$ cat src/rtl/ratio_counter_pkg.sv
// ratio_counter_pkg: shared encodings for the ratio counter.
// FSM states, status byte layout and adder slicing.
package ratio_counter_pkg;

  localparam int STATUS_WIDTH = 8;
  localparam int SLICE_W      = 12;

  localparam int ST_DONE_BIT = 7;
  localparam int ST_OVF_BIT  = 6;
  localparam int ST_ORUN_BIT = 5;

  typedef enum logic [2:0] {
    S_IDLE,
    S_SPI,
    S_ARM,
    S_COUNT,
    S_DONE
  } state_t;

  function automatic int n_slices(input int w);
    return (w + SLICE_W - 1) / SLICE_W;
  endfunction

endpackage

$ cat src/rtl/ratio_counter_sync.sv
// ratio_counter_sync: multi-flop synchroniser for one async bit.
// Chain clears to 0 while reset is held.
module ratio_counter_sync
  import ratio_counter_pkg::*;
#(
  parameter int DEPTH = 5
) (
  input  logic clk,
  input  logic rst_n,
  input  logic d,
  output logic q
);

  logic [DEPTH-1:0] chain;

  // shift the async bit through DEPTH flops
  always_ff @(posedge clk or negedge rst_n) begin
    if (!rst_n) chain <= '0;
    else        chain <= {chain[DEPTH-2:0], d};
  end

  assign q = chain[DEPTH-1];

endmodule

$ cat src/rtl/ratio_counter.sv
// ratio_counter: MAJOR/MINOR clock ratio meter with SPI access.
// RATIO_COUNTER_CONTINUOUS_EN: free-running re-arm with result shadow.
module ratio_counter
  import ratio_counter_pkg::*;
#(
  parameter int   UPCOUNT_WIDTH   = 40,
  parameter int   DOWNCOUNT_WIDTH = 16,
  parameter logic CPOL            = 1'b1,
  parameter int   SYNC_DEPTH      = 5
) (
  input  logic MAJOR_CLOCK,
  input  logic RESET_N,
  input  logic SCK,
  input  logic SS,
  input  logic SDI,
  output logic SDO,
  output logic SDO_OE,
  input  logic MINOR_CLOCK,
  output logic FPGA_INT
);

  localparam int UW = UPCOUNT_WIDTH;
  localparam int DW = DOWNCOUNT_WIDTH;
  localparam int W  = STATUS_WIDTH + DW + UW;
  localparam int UN = n_slices(UW);
  localparam int DN = n_slices(DW);

  logic [1:0] rst_q;
  logic       rst_n;

  // assert async, release two clocks later
  always_ff @(posedge MAJOR_CLOCK or negedge RESET_N) begin
    if (!RESET_N) rst_q <= '0;
    else          rst_q <= {rst_q[0], 1'b1};
  end

  assign rst_n = rst_q[1];

  logic ss_q, sck_q, sdi_q, mn_q;
  logic ss_d, sck_d, mn_d;

  ratio_counter_sync #(.DEPTH(SYNC_DEPTH)) u_sync_ss (
    .clk(MAJOR_CLOCK), .rst_n(rst_n), .d(SS), .q(ss_q)
  );
  ratio_counter_sync #(.DEPTH(SYNC_DEPTH)) u_sync_sck (
    .clk(MAJOR_CLOCK), .rst_n(rst_n), .d(SCK ^ CPOL), .q(sck_q)
  );
  ratio_counter_sync #(.DEPTH(SYNC_DEPTH)) u_sync_sdi (
    .clk(MAJOR_CLOCK), .rst_n(rst_n), .d(SDI), .q(sdi_q)
  );
  ratio_counter_sync #(.DEPTH(SYNC_DEPTH)) u_sync_mn (
    .clk(MAJOR_CLOCK), .rst_n(rst_n), .d(MINOR_CLOCK), .q(mn_q)
  );

  // edge-detect stage behind the synchronisers
  always_ff @(posedge MAJOR_CLOCK or negedge rst_n) begin
    if (!rst_n) begin
      ss_d  <= 1'b0;
      sck_d <= 1'b0;
      mn_d  <= 1'b0;
    end else begin
      ss_d  <= ss_q;
      sck_d <= sck_q;
      mn_d  <= mn_q;
    end
  end

  logic cs_rise, cs_fall, sck_smp, sck_lat, mn_rise;

  assign cs_rise = ss_d & ~ss_q;
  assign cs_fall = ~ss_d & ss_q;
  assign sck_smp = ~sck_d & sck_q;
  assign sck_lat = sck_d & ~sck_q;
  assign mn_rise = ~mn_d & mn_q;

  state_t state, state_nx;
  logic [STATUS_WIDTH-1:0] st_sh, live_st;
  logic [DW-1:0] dc;
  logic [UW-1:0] uc;
  logic [W-1:0]  word;
  logic sdo_q, int_q, done_q, ovf_q;

  assign word = {st_sh, dc, uc};

  logic [UN-1:0] up_ones, up_cin;
  logic [UW-1:0] up_nxt;
  logic [DN-1:0] dn_zero, dn_bin;
  logic [DW-1:0] dn_nxt;
  logic up_sat, dc_zero, dc_one;

  for (genvar s = 0; s < UN; s++) begin : g_up
    localparam int LO = s * SLICE_W;
    localparam int HI = (LO + SLICE_W > UW) ? UW - 1 : LO + SLICE_W - 1;
    localparam int SW = HI - LO + 1;
    assign up_ones[s]    = &uc[HI:LO];
    assign up_nxt[HI:LO] = uc[HI:LO] + SW'(up_cin[s]);
  end

  for (genvar s = 0; s < DN; s++) begin : g_dn
    localparam int LO = s * SLICE_W;
    localparam int HI = (LO + SLICE_W > DW) ? DW - 1 : LO + SLICE_W - 1;
    localparam int SW = HI - LO + 1;
    assign dn_zero[s]    = ~|dc[HI:LO];
    assign dn_nxt[HI:LO] = dc[HI:LO] - SW'(dn_bin[s]);
  end

  // slice carry/borrow look-ahead from per-slice flags
  always_comb begin
    up_cin    = '0;
    dn_bin    = '0;
    up_cin[0] = 1'b1;
    dn_bin[0] = 1'b1;
    for (int s = 1; s < UN; s++) up_cin[s] = up_cin[s-1] & up_ones[s-1];
    for (int s = 1; s < DN; s++) dn_bin[s] = dn_bin[s-1] & dn_zero[s-1];
  end

  assign up_sat  = &up_ones;
  assign dc_zero = &dn_zero;
  assign dc_one  = (dc == DW'(1));

`ifdef RATIO_COUNTER_CONTINUOUS_EN
  logic [DW-1:0] dc_rel, sh_dc;
  logic [UW-1:0] sh_uc;
  logic sh_v, orun_q;
`endif

  // live status byte
  always_comb begin
    live_st = '0;
    live_st[ST_DONE_BIT] = done_q;
    live_st[ST_OVF_BIT]  = ovf_q;
`ifdef RATIO_COUNTER_CONTINUOUS_EN
    live_st[ST_ORUN_BIT] = orun_q;
`endif
  end

  // state register
  always_ff @(posedge MAJOR_CLOCK or negedge rst_n) begin
    if (!rst_n) state <= S_IDLE;
    else        state <= state_nx;
  end

  // next state; CS assertion wins from any state
  always_comb begin
    state_nx = state;
    if (cs_rise) begin
      state_nx = S_SPI;
    end else begin
      unique case (state)
        S_SPI:   if (cs_fall) state_nx = dc_zero ? S_IDLE : S_ARM;
        S_ARM:   if (mn_rise) state_nx = S_COUNT;
        S_COUNT: if (mn_rise && dc_one) state_nx = S_DONE;
`ifdef RATIO_COUNTER_CONTINUOUS_EN
        S_DONE:  state_nx = S_ARM;
`endif
        default: ;
      endcase
    end
  end

  // shift word, counters, status and outputs
  always_ff @(posedge MAJOR_CLOCK or negedge rst_n) begin
    if (!rst_n) begin
      st_sh  <= '0;
      dc     <= '0;
      uc     <= '0;
      sdo_q  <= 1'b0;
      int_q  <= 1'b0;
      done_q <= 1'b0;
      ovf_q  <= 1'b0;
`ifdef RATIO_COUNTER_CONTINUOUS_EN
      dc_rel <= '0;
      sh_dc  <= '0;
      sh_uc  <= '0;
      sh_v   <= 1'b0;
      orun_q <= 1'b0;
`endif
    end else begin
      int_q <= (state == S_DONE) && ss_q;
      if (cs_rise) begin
        st_sh <= live_st;
        sdo_q <= live_st[STATUS_WIDTH-1];
`ifdef RATIO_COUNTER_CONTINUOUS_EN
        dc     <= sh_dc;
        uc     <= sh_uc;
        sh_v   <= 1'b0;
        orun_q <= 1'b0;
`endif
      end else begin
        if (state != S_SPI) begin
          st_sh <= live_st;
          sdo_q <= st_sh[STATUS_WIDTH-1];
        end
        unique case (state)
          S_SPI: begin
            if (sck_smp) {st_sh, dc, uc} <= {word[W-2:0], sdi_q};
            if (sck_lat) sdo_q <= word[W-1];
            if (cs_fall && !dc_zero) begin
              done_q <= 1'b0;
              ovf_q  <= 1'b0;
`ifdef RATIO_COUNTER_CONTINUOUS_EN
              dc_rel <= dc;
`endif
            end
          end
          S_COUNT: begin
            if (up_sat) ovf_q <= 1'b1;
            else        uc    <= up_nxt;
            if (mn_rise) begin
              dc <= dn_nxt;
              if (dc_one) done_q <= 1'b1;
            end
          end
`ifdef RATIO_COUNTER_CONTINUOUS_EN
          S_DONE: begin
            sh_dc  <= dc_rel;
            sh_uc  <= uc;
            sh_v   <= 1'b1;
            orun_q <= orun_q | sh_v;
            dc     <= dc_rel;
            uc     <= '0;
          end
`endif
          default: ;
        endcase
      end
    end
  end

  assign SDO      = sdo_q;
  assign SDO_OE   = ~SS;
  assign FPGA_INT = int_q;

endmodule
$ cat config.mk
export PLATFORM = sky130hd
export DESIGN_NAME = ratio_counter
export DESIGN_NICKNAME = d
export VERILOG_FILES = /design/src/rtl/ratio_counter_pkg.sv /design/src/rtl/ratio_counter_sync.sv /design/src/rtl/ratio_counter.sv
export SDC_FILE = /design/constraint.sdc
export NUM_CORES = 1
export LEC_CHECK = 0
export CORE_MARGIN = 5
export CORE_UTILIZATION = 55
export DETAILED_ROUTE_END_ITERATION = 12
export GPL_ROUTABILITY_DRIVEN = 1
export GPL_TIMING_DRIVEN = 0
export PLACE_DENSITY = 0.8
export SYNTH_ARGS = -nofsm -noshare
export SYNTH_HDL_FRONTEND = slang
export SYNTH_SLANG_ARGS = --single-unit
$ cat constraint.sdc
create_clock -name MAJOR_CLOCK -period 2.7 [get_ports MAJOR_CLOCK]
set_input_delay 0.405 -clock MAJOR_CLOCK [delete_from_list [all_inputs] [get_ports MAJOR_CLOCK]]
set_output_delay 0.405 -clock MAJOR_CLOCK [all_outputs]
set_load 0.02 [all_outputs]
==> results of run 1 <==
## cell families (layout without fill, tap and decap cells)
logic type,after synthesis,in the layout,share of synthesized area
compound gates,147,147,0.205
fa+ha+maj,15,15,0.0370
buf+inv,44,73,0.0377
flops,96,96,0.474
mux,9,9,0.0190
other cells,1,1,0.000739
simple gates,217,217,0.227
## worst max-delay path, cell delays in order (launching register included)
cell                       delay [ps]
sky130_fd_sc_hd__dfrtp_1          390
sky130_fd_sc_hd__inv_1             70
sky130_fd_sc_hd__ha_1             190
sky130_fd_sc_hd__clkbuf_1         210
sky130_fd_sc_hd__nor3b_4          350
sky130_fd_sc_hd__o21ai_0          210
sky130_fd_sc_hd__clkbuf_2         290
sky130_fd_sc_hd__buf_2            280
sky130_fd_sc_hd__nor4_1           340
sky130_fd_sc_hd__o32ai_1          130
## placed cells by master, fill, tap and decap left out, drive strengths merged, types with 4 or more instances in the layout
master / count
ha: 15
clkbuf: 26
nor2: 50
nand2: 45
and4: 8
a21oi: 25
nor2b: 4
clkdlybuf4s50: 8
and2: 9
o21ai: 28
a41oi: 7
buf: 19
a31oi: 12
inv: 17
and3: 12
a22oi: 10
o31ai: 6
nand4: 14
o311ai: 5
nand3: 34
o21a: 6
a311oi: 7
a211oi: 9
nor3: 14
mux2i: 4
mux2: 5
nor4: 9
o32ai: 5
o221a: 5
dfrtp: 96
## repair_timing
action / 4_1_cts / 5_1_grt
buffers inserted: 0 / 4
gates resized for setup: 0 / 18
endpoints found under the setup margin: 0 / 33
endpoints found under the hold margin: 0 / 0
## layer usage
metal / GRT usage / up-vias / wire, µm
met5: 0 / - / 0
met4: 0.101 / 0 / 557
met3: 0.0431 / 56 / 1300
met1: 0.335 / 2222 / 5490
met2: 0.387 / 287 / 6180
li1: - / 2054 / -
## layout make-up
cell class,instances,area share
Clock buffer,10,0.0246
Tap cell,111,0.0248
Multi-Input combinational cell,389,0.450
Clock inverter,6,0.0103
Timing Repair Buffer,13,0.0246
Buffer,30,0.0255
Inverter,14,0.00940
Sequential cell,96,0.430
## path summary, 6_finish.rpt
path | from | end | slack, ps
max reg2reg | u_sync_ss.chain[4] | uc[35] | 100
min reg2reg | rst_q[1] | uc[29] | 250
max | u_sync_ss.chain[4] | uc[35] | 100
max in group asynchronous | rst_q[1] | dc[13] | 1790
min in group MAJOR_CLOCK | u_sync_sck.chain[3] | u_sync_sck.chain[4] | 350
min | RESET_N | rst_q[1] | 190
## flip-flops by register name (all words and copies together), names as in the netlist
signal            cells
SDO                   1
u_sync_sdi.chain      5
ovf_q                 1
done_q                1
rst_q                 2
uc                   40
mn_d                  1
u_sync_mn.chain       5
sck_d                 1
FPGA_INT              1
state                 3
st_sh                 8
u_sync_sck.chain      5
u_sync_ss.chain       5
ss_d                  1
dc                   16
## stage by stage
stage | instances | worst slack (ps) | hold slack (ps)
after CTS | 665 | 4.15 | 186
after floorplan | 529 | 499 | 109
after global routing | 669 | -54.7 | 170
after detailed placement | 649 | 13.0 | 257
after global placement | 648 | 131 | 331
final | 669 | 103 | 193
## power by group
group / switching [µW] / internal [µW]
sequential: 522 / 1820
clock: 553 / 384
combinational: 1110 / 713
==> reports/results.txt, run 1 <==
CTS H-Tree Depth: 3
Most area-hungry cell type in the Yosys netlist: sky130_fd_sc_hd__dfrtp_1
# hold bufs at CTS: 0
Share of the synthesized area in the top cell type: 0.474
Number of synthesized flops with an enable pin: 0
Sink Count: 96
Setup Viol. Count Final: 0
Global-route wire length before repair: 22.0 mm
Maximum fanout count along the critical path: 10
Length of the first detailed-routing pass in iterations: 6
Largest net degree at the start of global routing: 69
Max-slew headroom: 0.312
Worst-case clock buffer depth: 2
Most used flip-flop cell after synthesis: sky130_fd_sc_hd__dfrtp_1
Placed instance area: 5320 µm²
Number of core rows: 35
Gate count of the mapped netlist: 529
DP Wirelength: 8.81 mm
Finished Core Util: 0.614
Die Outline Area: 11200 µm²
Final Hold Violating Endpoints: 0
Number of filler cells placed in the layout: 755
Core region area: 9110 µm²
Number of maximum-capacitance constraint violations: 0
Sequential fraction of the synthesis area: 0.474
Cell chosen for the clock root: sky130_fd_sc_hd__clkbuf_8
Fin crit share: 0.962
Top cells by area, synth: sky130_fd_sc_hd__dfrtp_1 47%, sky130_fd_sc_hd__ha_1 3.7%, sky130_fd_sc_hd__nor2_1 3.6%
Class of the most critical hold timing path: in -> async
Insertion delay to the later sink of the worst-skew pair: 370 ps
Synthesized cell area: 5070 µm²
Average footprint of a synthesized cell: 9.59 µm²
Area added between synthesis and finish: 10.3%
Area taken by flip-flops and latches: 2410 µm²
Worst endpoint required time: 2930 ps
Post-layout nets: 574
Buffers added on ports: 8
Number of CTS-inserted buffers: 9
Setup_tns: 0 ps
Most numerous cell types in the synthesized netlist: 96 x sky130_fd_sc_hd__dfrtp_1, 49 x sky130_fd_sc_hd__nor2_1, 45 x sky130_fd_sc_hd__nand2_1, 34 x sky130_fd_sc_hd__nand3_1, 27 x sky130_fd_sc_hd__o21ai_0
Via count of the first global-routing pass: 4417
Worst Max-Slew Pin Slew: 1020 ps
Cell Pwr Density: 912 nW/µm²
Combined global-route utilization of all metal layers: 0.245
FMAX: 385 MHz
WP data arrival: 2830 ps
Setup repair after global routing missed its margin: yes
Diode count: 0
Kind of end point of the critical path: flop
Area taken by multi-input logic gates: 2520 µm²
Most used standard cell by instance count after synthesis: sky130_fd_sc_hd__dfrtp_1
Type of the worst setup path: reg -> reg
Setup Skew: 12.6 ps
Total vias in the final route: 4619
I/O pin count: 9
Number of DRC markers after the initial detailed-route iteration: 540
Antenna-violating nets left: 0
Synthesized flop and latch total: 96
Vias per Instance: 6.90
Depth of the worst register-to-register path: 9
Final wirelength: 13.5 mm
Proportion of synthesized flip-flops having asynchronous set or reset: 1.00
Synth warn: 0
Overall overflow remaining after global route: 0
Initial core utilization: 0.557
Fraction of final layout cells with drive strength greater than 1: 0.120
Number of pins exceeding their max-slew limit in the final report: 0
Net count after synthesis: 550
Final design area excluding fillers: 5590 µm²
Static Leak: 0.00229 µW
Chip height: 106 µm
Die Span X: 106 µm
Number of unique standard cell types used by synthesis: 64
Kind of start point of the critical path: flop
Post-route minimum period: 2600 ps
Number of antenna violations at the first check in global routing: 0
Pwr Total: 5100 µW
Remaining design rule violation count: 0
Outcome: complete, no violations
GPL Wtd Cong: 0.933
Post-DR wirelength/cell: 20.2 µm
Maximum VDD drop: 0.477 mV
CTS tree: done
Clock transition at the registers of the reported paths: 100 ps
No activity file was read; power rests on OpenSTA's default activity.
==> run 2, diff against run 1 <==
Settings changed: CAP_MARGIN set to 5.
==> results of run 2 <==
No change in the layout: final DEF, timing and power equal those of run 1.
==> run 3, diff against run 2 <==
Settings changed: PLACE_DENSITY 0.8 to 0.78.
Clock period 2.7 ns to 3.1 ns, I/O delays scaled along.
==> reports/results.txt, run 3 (synthesis gave the netlist of run 1 again) <==
Maximum fanout count along the critical path: 10 (unchanged)
Number of maximum-capacitance constraint violations: 0 (unchanged)
Initial core utilization: 0.557 (unchanged)
Number of filler cells placed in the layout: 792 (was 755)
Worst path slowest cell: sky130_fd_sc_hd__nor3b_2 (was sky130_fd_sc_hd__dfrtp_1)
Die Outline Area: 11200 µm² (unchanged)
Most frequent standard cell in the layout excluding fill and tap cells: sky130_fd_sc_hd__dfrtp_1 (unchanged)
Global-route wire length before repair: 22.4 mm (was 22.0 mm)
Largest net degree at the start of global routing: 52 (was 69)
Depth of the worst register-to-register path: 9 (unchanged)
Overall overflow remaining after global route: 0 (unchanged)
Total vias in the final route: 4491 (was 4619)
Class of the most critical hold timing path: in -> async (unchanged)
Length of the first detailed-routing pass in iterations: 5 (was 6)
FMAX: 368 MHz (was 385 MHz)
Kind of start point of the critical path: flop (unchanged)
Type of the worst setup path: reg -> reg (unchanged)
Via count of the first global-routing pass: 4493 (was 4417)
Number of pins exceeding their max-slew limit in the final report: 0 (unchanged)
Max reg flops: 40 (unchanged)
Die Span X: 106 µm (unchanged)
Worst Max-Slew Pin Slew: 1120 ps (was 1020 ps)
Setup Skew: 11.7 ps (was 12.6 ps)
Register with the most flip-flops: uc (unchanged)
I/O pin count: 9 (unchanged)
Maximum VDD drop: 0.362 mV (was 0.477 mV)
WP data arrival: 2960 ps (was 2830 ps)
Number of core rows: 35 (unchanged)
Combined global-route utilization of all metal layers: 0.249 (was 0.245)
Diode count: 0 (unchanged)
Antenna-violating nets left: 0 (unchanged)
Fraction of final layout cells with drive strength greater than 1: 0.0921 (was 0.120)
GPL Wtd Cong: 0.892 (was 0.933)
Post-layout nets: 570 (was 574)
Number of CTS-inserted buffers: 9 (unchanged)
Fin crit share: 0.877 (was 0.962)
CP cell instances: inv_1 -> ha_1 -> clkbuf_1 -> nor3b_2 -> o21ai_0 -> clkbuf_1 -> buf_2 -> nor4_1 -> o32ai_1 (was inv_1 -> ha_1 -> clkbuf_1 -> nor3b_4 -> o21ai_0 -> clkbuf_2 -> buf_2 -> nor4_1 -> o32ai_1)
Number of antenna violations at the first check in global routing: 0 (unchanged)
Launch point of the worst reg-to-reg path: u_sync_ss.chain[4] (unchanged)
Buffers added on ports: 8 (unchanged)
Remaining design rule violation count: 0 (unchanged)
Worst path max stage delay: 410 ps (was 390 ps)
Cell chosen for the clock root: sky130_fd_sc_hd__clkbuf_8 (unchanged)
Final design area excluding fillers: 5540 µm² (was 5590 µm²)
Cell Pwr Density: 808 nW/µm² (was 912 nW/µm²)
CTS H-Tree Depth: 3 (unchanged)
Worst Slack Setup Final: 382 ps (was 103 ps)
Most Frequent Cell on Critical Path: sky130_fd_sc_hd__clkbuf_1
Number of DRC markers after the initial detailed-route iteration: 401 (was 540)
Post-CTS setup buffer count: 0 (unchanged)
Sink Count: 96 (unchanged)
Setup repair after global routing missed its margin: no (was yes)
Post-Place Setup Slack: 430 ps (was 13.0 ps)
Placed instance area: 5320 µm² (unchanged)
Vias per Instance: 6.75 (was 6.90)
Static Leak: 0.00227 µW (was 0.00229 µW)
Insertion delay to the later sink of the worst-skew pair: 380 ps (was 370 ps)
Post-DR wirelength/cell: 20.2 µm (about the same)
Worst reg2reg setup slack: 380 ps (was 100 ps)
Clock transition at the registers of the reported paths: 100 ps (about the same)
# hold bufs at CTS: 0 (unchanged)
Final Hold Violating Endpoints: 0 (unchanged)
CTS tree: done (unchanged)
Largest registers: uc: 40 flops, dc: 16 flops, st_sh: 8 flops (unchanged)
Setup Viol. Count Final: 0 (unchanged)
Post-route minimum period: 2720 ps (was 2600 ps)
Final wirelength: 13.4 mm (was 13.5 mm)
Outcome: complete, no violations (unchanged)
Count of instances resized after the clock tree is built: 0 (unchanged)
Worst-case clock buffer depth: 2 (unchanged)
Kind of end point of the critical path: flop (unchanged)
Most used cells in the layout excluding fill and tap cells: 95 x sky130_fd_sc_hd__dfrtp_1, 49 x sky130_fd_sc_hd__nor2_1, 45 x sky130_fd_sc_hd__nand2_1 (was 94 x sky130_fd_sc_hd__dfrtp_1, 48 x sky130_fd_sc_hd__nor2_1, 44 x sky130_fd_sc_hd__nand2_1)
Worst flop-to-flop path endpoint: uc[35] (unchanged)
Chip height: 106 µm (unchanged)
Core region area: 9110 µm² (unchanged)
DP Wirelength: 9.07 mm (was 8.81 mm)
Area added between synthesis and finish: 9.25% (was 10.3%)
Max-slew headroom: 0.249 (was 0.312)
Worst endpoint required time: 3340 ps (was 2930 ps)
-- run 3: worst max-delay path by stage --
stage / cells after the start / start / slack (ps) / end
final: 9 / u_sync_ss.chain[4] / 380 / uc[35]
after global routing: 9 / u_sync_ss.chain[4] / 190 / uc[35]
after CTS: 9 / u_sync_ss.chain[4] / 390 / uc[35]
after detailed placement: 9 / u_sync_ss.chain[4] / 430 / uc[35]
after global placement: 0 / rst_q[1] / -830 / st_sh[7]
after floorplan: 0 / rst_q[1] / 230 / FPGA_INT
-- run 3: power breakdown --
group | total (µW) | switching [µW] | internal, µW | leakage, µW
Sequential | 2040 | 459 | 1590 | 0.00117
Combinational | 1530 | 937 | 593 | 0.000993
Clock | 905 | 507 | 398 | 0.000111
-- run 3: per-stage QoR --
stage          setup TNS [ps]  std cells  utilization  hold slack (ps)  power [µW]
3_5_place_dp                0        649        0.584              336        3540
6_report                    0        665        0.608              235        4480
2_1_floorplan               0        529            -              169        3060
3_3_place_gp           -77790        648        0.581              332        3460
4_1_cts                     0        665        0.608              233        4440
5_1_grt                     0        665        0.608              232        4760
-- run 3: layout make-up --
class,instances,area (µm²),area share
multi-input combinational,389,2480,0.447
clock inverter,7,95.1,0.0172
timing repair buffer,9,108,0.0194
buffer,30,139,0.0251
tap,111,139,0.0251
inverter,14,52.6,0.00948
sequential,96,2410,0.434
clock buffer,9,124,0.0224
-- run 3: critical path, delay by kind of cell, from the launching register on --
kind | cells | cell delay [ps]
buffers and inverters | 4 | 900
AND/OR/NAND/NOR | 2 | 730
flip-flops | 1 | 380
AO/OA/AOI/OAI | 2 | 380
adder cells (fa/ha/maj) | 1 | 180
-- run 3: routing by layer --
| metal | global-route usage | vias to the layer above | wire length (µm) | part of all wire |
|---|---|---|---|---|
| met5 | 0 | - | 0 | 0 |
| met4 | 0.125 | 0 | 439 | 0.033 |
| met3 | 0.0370 | 37 | 994 | 0.074 |
| met2 | 0.386 | 220 | 6200 | 0.46 |
| met1 | 0.343 | 2189 | 5790 | 0.43 |
| li1 | - | 2045 | - | - |
==> patch 1: new RTL, flow settings as in run 1 <==
Add a define of `RATIO_COUNTER_CONTINUOUS_EN`.
--- a/src/rtl/ratio_counter.sv
+++ b/src/rtl/ratio_counter.sv
@@ -1,5 +1,7 @@
 // ratio_counter: MAJOR/MINOR clock ratio meter with SPI access.
 // RATIO_COUNTER_CONTINUOUS_EN: free-running re-arm with result shadow.
+`define RATIO_COUNTER_CONTINUOUS_EN
+
 module ratio_counter
   import ratio_counter_pkg::*;
 #(
Check against the original RTL: no difference found for any inputs over 10 cycles, from zero or initial values and one cycle with RESET_N low; that may be too few to reach the edited logic, so the function may still have changed.
==> patch 1 against run 1 <==
Sequential cell count grew 74. Utilization grew 2.3 points. Routed wire length grew 61%. Largest cell class is now registers. Sequential share of layout area grew 0.93 points. Synthesized area grew 68%. Via count grew 50%. Design area grew 73%. Worst setup slack lost 0.040 ns. Total power grew 110%. Maximum frequency shrank 1.5%.
==> patch 1: results (changes against run 1) <==
| Metric | Value |
|---|---|
| Run status | completed |
| Clock root buffer | clkbuf_16 |
| Area after detailed placement | 8870 µm² (+67%) |
| Largest registers in the final layout | sh_uc x40, uc x40 |
| Largest net degree at the start of global routing | 69 (unchanged) |
| Worst ir drop on vdd | 0.599 mV (+26%) |
| Routed len/inst | 20.9 µm (+3.2%) |
| Met2 WL | 10.1 mm (+64%) |
| Crit Reg-Reg Endpoint | uc[38]$_DFFE_PN0P_ |
| Met3 usage | 0.0450 (+0.00190) |
| Library cell contributing the largest single delay on the critical path | and3b_1 |
| Final weighted congestion in routability-driven placement | 0.917 (-1.7%) |
| Compound-Gate Fraction of Synth Area | 0.161 (-0.0442) |
| Critical Path Source | state[1]$_DFFE_PN0P_ |
| Clk pwr | 2.53 mW (+170%) |
| Multiplexer share of the synthesized area | 0.130 (+0.111) |
| Placed wire-length estimate | 13.8 mm (+56%) |
| R2R Setup Slk | 0.06 ns (-0.04 ns) |
| Net load switching power | 4.15 mW (+90%) |
| Met1 layer wirelength in the final routing | 9.11 mm (+66%) |
| Largest stage delay, worst path | 0.62 ns (+0.23 ns) |
| Most common library cells after synthesis | 170 x dfrtp_1, 80 x mux2_2, 75 x nand2_1 |
| Synth area leaders | dfrtp_1 50%, mux2_2 11%, o21ai_0 4.3% |
| Number of fill cells in the layout | 1156 (+53%) |
| Worst Clk Skew | 0.00889 ns (-0.00374 ns) |
| Total via count after detailed routing | 6917 (+50%) |
| Leakage component of the power | 4.24 nW (+85%) |
| GR Util met1 | 0.358 (+0.0228) |
| First-pass GRT wire length | 35.9 mm (+63%) |
| Routing usage on met2 | 0.381 (-0.00561) |
| Via count of the first global-routing pass | 6730 (+52%) |
| Drt initial violations | 876 (+62%) |
| Worst slew slack as a fraction of its limit | 0.490 (+0.178) |
| Clock latency reported for the late side of the worst-skew pair | 0.43 ns (+0.06 ns) |
| Clock-pin transition on the worst setup and hold timing paths | 0.07 ns (-0.03 ns) |
| Final Net Count | 863 (+50%) |
| Xor-xnor portion of the synthesized cell area | 0.0165 (+0.0165) |
| Post-CTS setup buffer count | 3 (+3) |
| Global-route total usage across every layer | 0.251 (+0.00658) |
| Number of cell instances on the worst register-to-register path | 7 (-2) |
| Fraction of final layout cells sized beyond drive strength 1 | 0.215 (+0.0949) |
| Sequential cell area fraction in the yosys report | 0.501 (+0.0271) |
| Relative contribution of combinational cells to total power | 0.379 (+0.022) |
| CP Data Arrival Time | 2.95 ns (+0.12 ns) |
| Nets in the synthesized netlist | 827 (+50%) |
| Routed wire length on met3 | 1.93 mm (+49%) |
| H-tree depth reported by CTS | 4 (+1) |
| 1st-pass router iterations | 5 (-1) |
| Adder-cell share of the synthesized area | 0.0206 (-0.0164) |
| Number of clock buffers inserted by TritonCTS | 17 (+8) |
| Resize count post-CTS | 17 (+17) |
[patch 1: changes by cell type after synthesis, moves of 14 or more]
cell	run 1	this run
o21ai_0	27	73
mux2_2	4	80
nand3_1	34	20
dfrtp_1	96	170
nand2_1	45	75
o31ai_1	4	20
a221oi_1	0	20
[patch 1: worst max-delay path by stage]
| stage | depth (start not counted) | to |
|---|---|---|
| 3_3_place_gp | 11 | uc[32]$_DFFE_PN0P_ |
| 2_1_floorplan | 11 | uc[32]$_DFFE_PN0P_ |
| 4_1_cts | 10 | uc[37]$_DFFE_PN0P_ |
| 6_report | 7 | uc[38]$_DFFE_PN0P_ |
| 5_1_grt | 11 | uc[32]$_DFFE_PN0P_ |
| 3_5_place_dp | 11 | uc[18]$_DFFE_PN0P_ |
[patch 1: final cells by class]
type                    count  area, µm²  share of cell area
clock buffers              22        464              0.0479
multi-input cells         560       4030               0.416
well taps                 188        235              0.0243
clock inverters            10        141              0.0146
flip-flops and latches    170       4260               0.440
repair buffers             18        199              0.0205
plain buffers              58        290              0.0300
inverters                  18       67.6             0.00697
[patch 1: through the flow]
step | power, mW | std cells | TNS [ns] | setup slack (ns) | hold WS (ns)
finish | 10.8 | 1044 | 0 | 0.0637 | 0.133
CTS | 10.6 | 1039 | 0 | 0.00146 | 0.125
floorplan | 6.91 | 807 | 0 | 0.0786 | 0.109
detailed placement | 8.02 | 1005 | -3.48 | -0.440 | 0.334
global route | 11.4 | 1044 | -0.0642 | -0.0388 | 0.131
global placement | 7.90 | 1003 | -2.64 | -0.406 | 0.333
[patch 1: worst max-delay path, delay by kind of cell (launching register included)]
kind | cells | cell delay, ns
buf+inv | 2 | 0.61
mux | 1 | 0.32
simple gates | 2 | 0.81
compound gates | 2 | 0.41
flops | 1 | 0.36
==> patch 2: new RTL, config.mk and constraints of run 1 <==
Without the edit above. Register the inputs `SCK`, `SS` and `SDI` before use, without a reset. The logic sees them one clock later.
--- a/src/rtl/ratio_counter.sv
+++ b/src/rtl/ratio_counter.sv
@@ -25,6 +25,16 @@
   localparam int UN = n_slices(UW);
   localparam int DN = n_slices(DW);
 
+  logic SCK_q;
+  logic SS_q;
+  logic SDI_q;
+
+  always_ff @(posedge MAJOR_CLOCK) begin
+    SCK_q <= SCK;
+    SS_q  <= SS;
+    SDI_q <= SDI;
+  end
+
   logic [1:0] rst_q;
   logic       rst_n;
 
@@ -40,13 +50,13 @@
   logic ss_d, sck_d, mn_d;
 
   ratio_counter_sync #(.DEPTH(SYNC_DEPTH)) u_sync_ss (
-    .clk(MAJOR_CLOCK), .rst_n(rst_n), .d(SS), .q(ss_q)
+    .clk(MAJOR_CLOCK), .rst_n(rst_n), .d(SS_q), .q(ss_q)
   );
   ratio_counter_sync #(.DEPTH(SYNC_DEPTH)) u_sync_sck (
-    .clk(MAJOR_CLOCK), .rst_n(rst_n), .d(SCK ^ CPOL), .q(sck_q)
+    .clk(MAJOR_CLOCK), .rst_n(rst_n), .d(SCK_q ^ CPOL), .q(sck_q)
   );
   ratio_counter_sync #(.DEPTH(SYNC_DEPTH)) u_sync_sdi (
-    .clk(MAJOR_CLOCK), .rst_n(rst_n), .d(SDI), .q(sdi_q)
+    .clk(MAJOR_CLOCK), .rst_n(rst_n), .d(SDI_q), .q(sdi_q)
   );
   ratio_counter_sync #(.DEPTH(SYNC_DEPTH)) u_sync_mn (
     .clk(MAJOR_CLOCK), .rst_n(rst_n), .d(MINOR_CLOCK), .q(mn_q)
@@ -228,7 +238,7 @@
   end
 
   assign SDO      = sdo_q;
-  assign SDO_OE   = ~SS;
+  assign SDO_OE   = ~SS_q;
   assign FPGA_INT = int_q;
 
 endmodule
Behaviour: not the same (Yosys sat finds a counterexample within 4 cycles, from zero or initial values and one cycle with RESET_N low).
==> patch 2 against run 1 <==
Routed wire length is 0.22% higher. Critical path depth down 1. Count of clock-buffer cells in the layout is 1 lower. Design area up 1.4%. Total power increased by 3.7%. Critical endpoint is now uc[26]$_DFFE_PN0P_. Worst setup slack got worse by 0.022 ns. Sequential cell count up 3. Synthesized area about the same. First-iteration DRC count is 12% lower. Utilization rose by 0.84 points.
==> patch 2: results (changes against run 1) <==
| Metric | Value |
|---|---|
| Routing usage on met2 | 0.402 (+0.0155) |
| Clk pwr | 1.13 mW (+21%) |
| Largest registers in the final layout | uc x40, dc x16, st_sh x8 |
| Run status | completed |
| Met2 WL | 6.58 mm (+6.4%) |
| Drt initial violations | 475 (-12%) |
| Share of async-settable or async-resettable flops after synthesis | 0.970 (-0.0303) |
| Fraction of final layout cells sized beyond drive strength 1 | 0.117 (-0.00294) |
| Worst Clk Skew | 0.00843 ns (-0.00421 ns) |
| Compound-Gate Fraction of Synth Area | 0.209 (+0.00400) |
| Commonest register cell after synthesis | dfrtp_1 |
| CP max FO | 10 (unchanged) |
| Multiplexer share of the synthesized area | 0.0165 (-0.00246) |
| Largest net degree at the start of global routing | 68 (-1.4%) |
| GR Util met1 | 0.315 (-0.0197) |
| Xor-xnor portion of the synthesized cell area | 0 (unchanged) |
| Worst slew slack as a fraction of its limit | 0.485 (+0.173) |
| Worst ir drop on vdd | 0.453 mV (-5.1%) |
| CP Data Arrival Time | 2.85 ns (+0.02 ns) |
| Number of clock buffers inserted by TritonCTS | 9 (unchanged) |
| Number of antenna violations at the first check in global routing | 0 (unchanged) |
| Routed wire length on met3 | 1.14 mm (-12%) |
| H-tree depth reported by CTS | 3 (unchanged) |
| Net switching share of the total power | 0.421 (-0.00741) |
| Post-CTS setup buffer count | 1 (+1) |
| Warnings from Yosys | 0 (unchanged) |
| Leakage component of the power | 2.23 nW (-2.8%) |
| Clock network power share | 0.214 (+0.030) |
| Drt via density | 6.76 (-2.1%) |
| Nets in the synthesized netlist | 565 (+2.7%) |
| 1st-pass router iterations | 5 (-1) |
| Post-synth cell types | 68 (+6.3%) |
| Highest metal used | met4 |
| Global-route total usage across every layer | 0.247 (+0.00249) |
| Final Net Count | 588 (+2.4%) |
| Clock-pin transition on the worst setup and hold timing paths | between 0.1 and 0.15 ns |
| Synth area leaders | dfrtp_1 47%, a21oi_1 4.5%, nand2_1 4.1% |
| Final weighted congestion in routability-driven placement | 0.902 (-3.2%) |
| Share of power burned in registers | 0.441 (-0.018) |
| Antenna fix cells | 0 (unchanged) |
| Via count of the first global-routing pass | 4556 (+3.1%) |
| Met3 usage | 0.0528 (+0.00971) |
| Resize count post-CTS | 6 (+6) |
| Clock latency reported for the late side of the worst-skew pair | between 0.3 and 0.4 ns |
| Clock root buffer | clkbuf_8 |
| Adder-cell share of the synthesized area | 0.0370 (about the same) |
| Worst min path class | input pin to async pin |
| Met1 layer wirelength in the final routing | 5.49 mm (-0.11%) |
| Sequential cell area fraction in the yosys report | 0.486 (+0.0120) |
| Port bufs | 8 (unchanged) |
| Most common library cells after synthesis | 96 x dfrtp_1, 56 x nand2_1, 46 x a21oi_1 |
| Bufs on Longest Clock Path | 2 (unchanged) |
| First-pass GRT wire length | 22.4 mm (+1.9%) |
| Placed wire-length estimate | 9.03 mm (+2.5%) |
| Final wirelength | 13.6 mm (+0.22%) |
[patch 2: worst paths after layout]
check / from / to / slack, ns / cells after the start
worst max-delay path: uc[1]$_DFFE_PN0P_ / uc[26]$_DFFE_PN0P_ / 0.08 / 8
worst max register to register: uc[1]$_DFFE_PN0P_ / uc[26]$_DFFE_PN0P_ / 0.08 / 8
max in group asynchronous: rst_q[1]$_DFF_PN0_ / dc[5]$_DFFE_PN0P_ / 1.78 / 1
worst min-delay path: RESET_N / rst_q[1]$_DFF_PN0_ / 0.17 / 1
worst min register to register: rst_q[1]$_DFF_PN0_ / u_sync_sck.chain[0]$_DFF_PN0_ / 0.26 / 0
min in group MAJOR_CLOCK: SDI_q$_DFF_P_ / u_sync_sdi.chain[0]$_DFF_PN0_ / 0.34 / 0
[patch 2: stage by stage]
step	setup TNS (ns)	cell area, µm²	instances	worst slack [ns]
after global routing	-0.0246	5670	683	-0.0156
after CTS	0	5600	681	0.00947
after global placement	-0.288	5290	663	-0.142
after floorplan	0	5070	544	0.313
after detailed placement	-1.04	5320	664	-0.270
final	0	5670	683	0.0813
[patch 2: worst max-delay path: stages (launching register included)]
cell and delay [ns]:
dfrtp_1 0.43, ha_2 0.24, nand4_1 0.20, buf_4 0.21
nor4_2 0.37, nand4b_1 0.32, buf_2 0.32, a311oi_1 0.30
a211oi_1 0.07
[patch 2: final cells by class]
type | count | area [µm²]
Inverter | 17 | 63.8
Multi-Input combinational cell | 396 | 2490
Buffer | 32 | 141
Clock buffer | 9 | 124
Clock inverter | 7 | 118
Fill cell | 762 | 3440
Sequential cell | 99 | 2470
Tap cell | 111 | 139
Timing Repair Buffer | 12 | 130
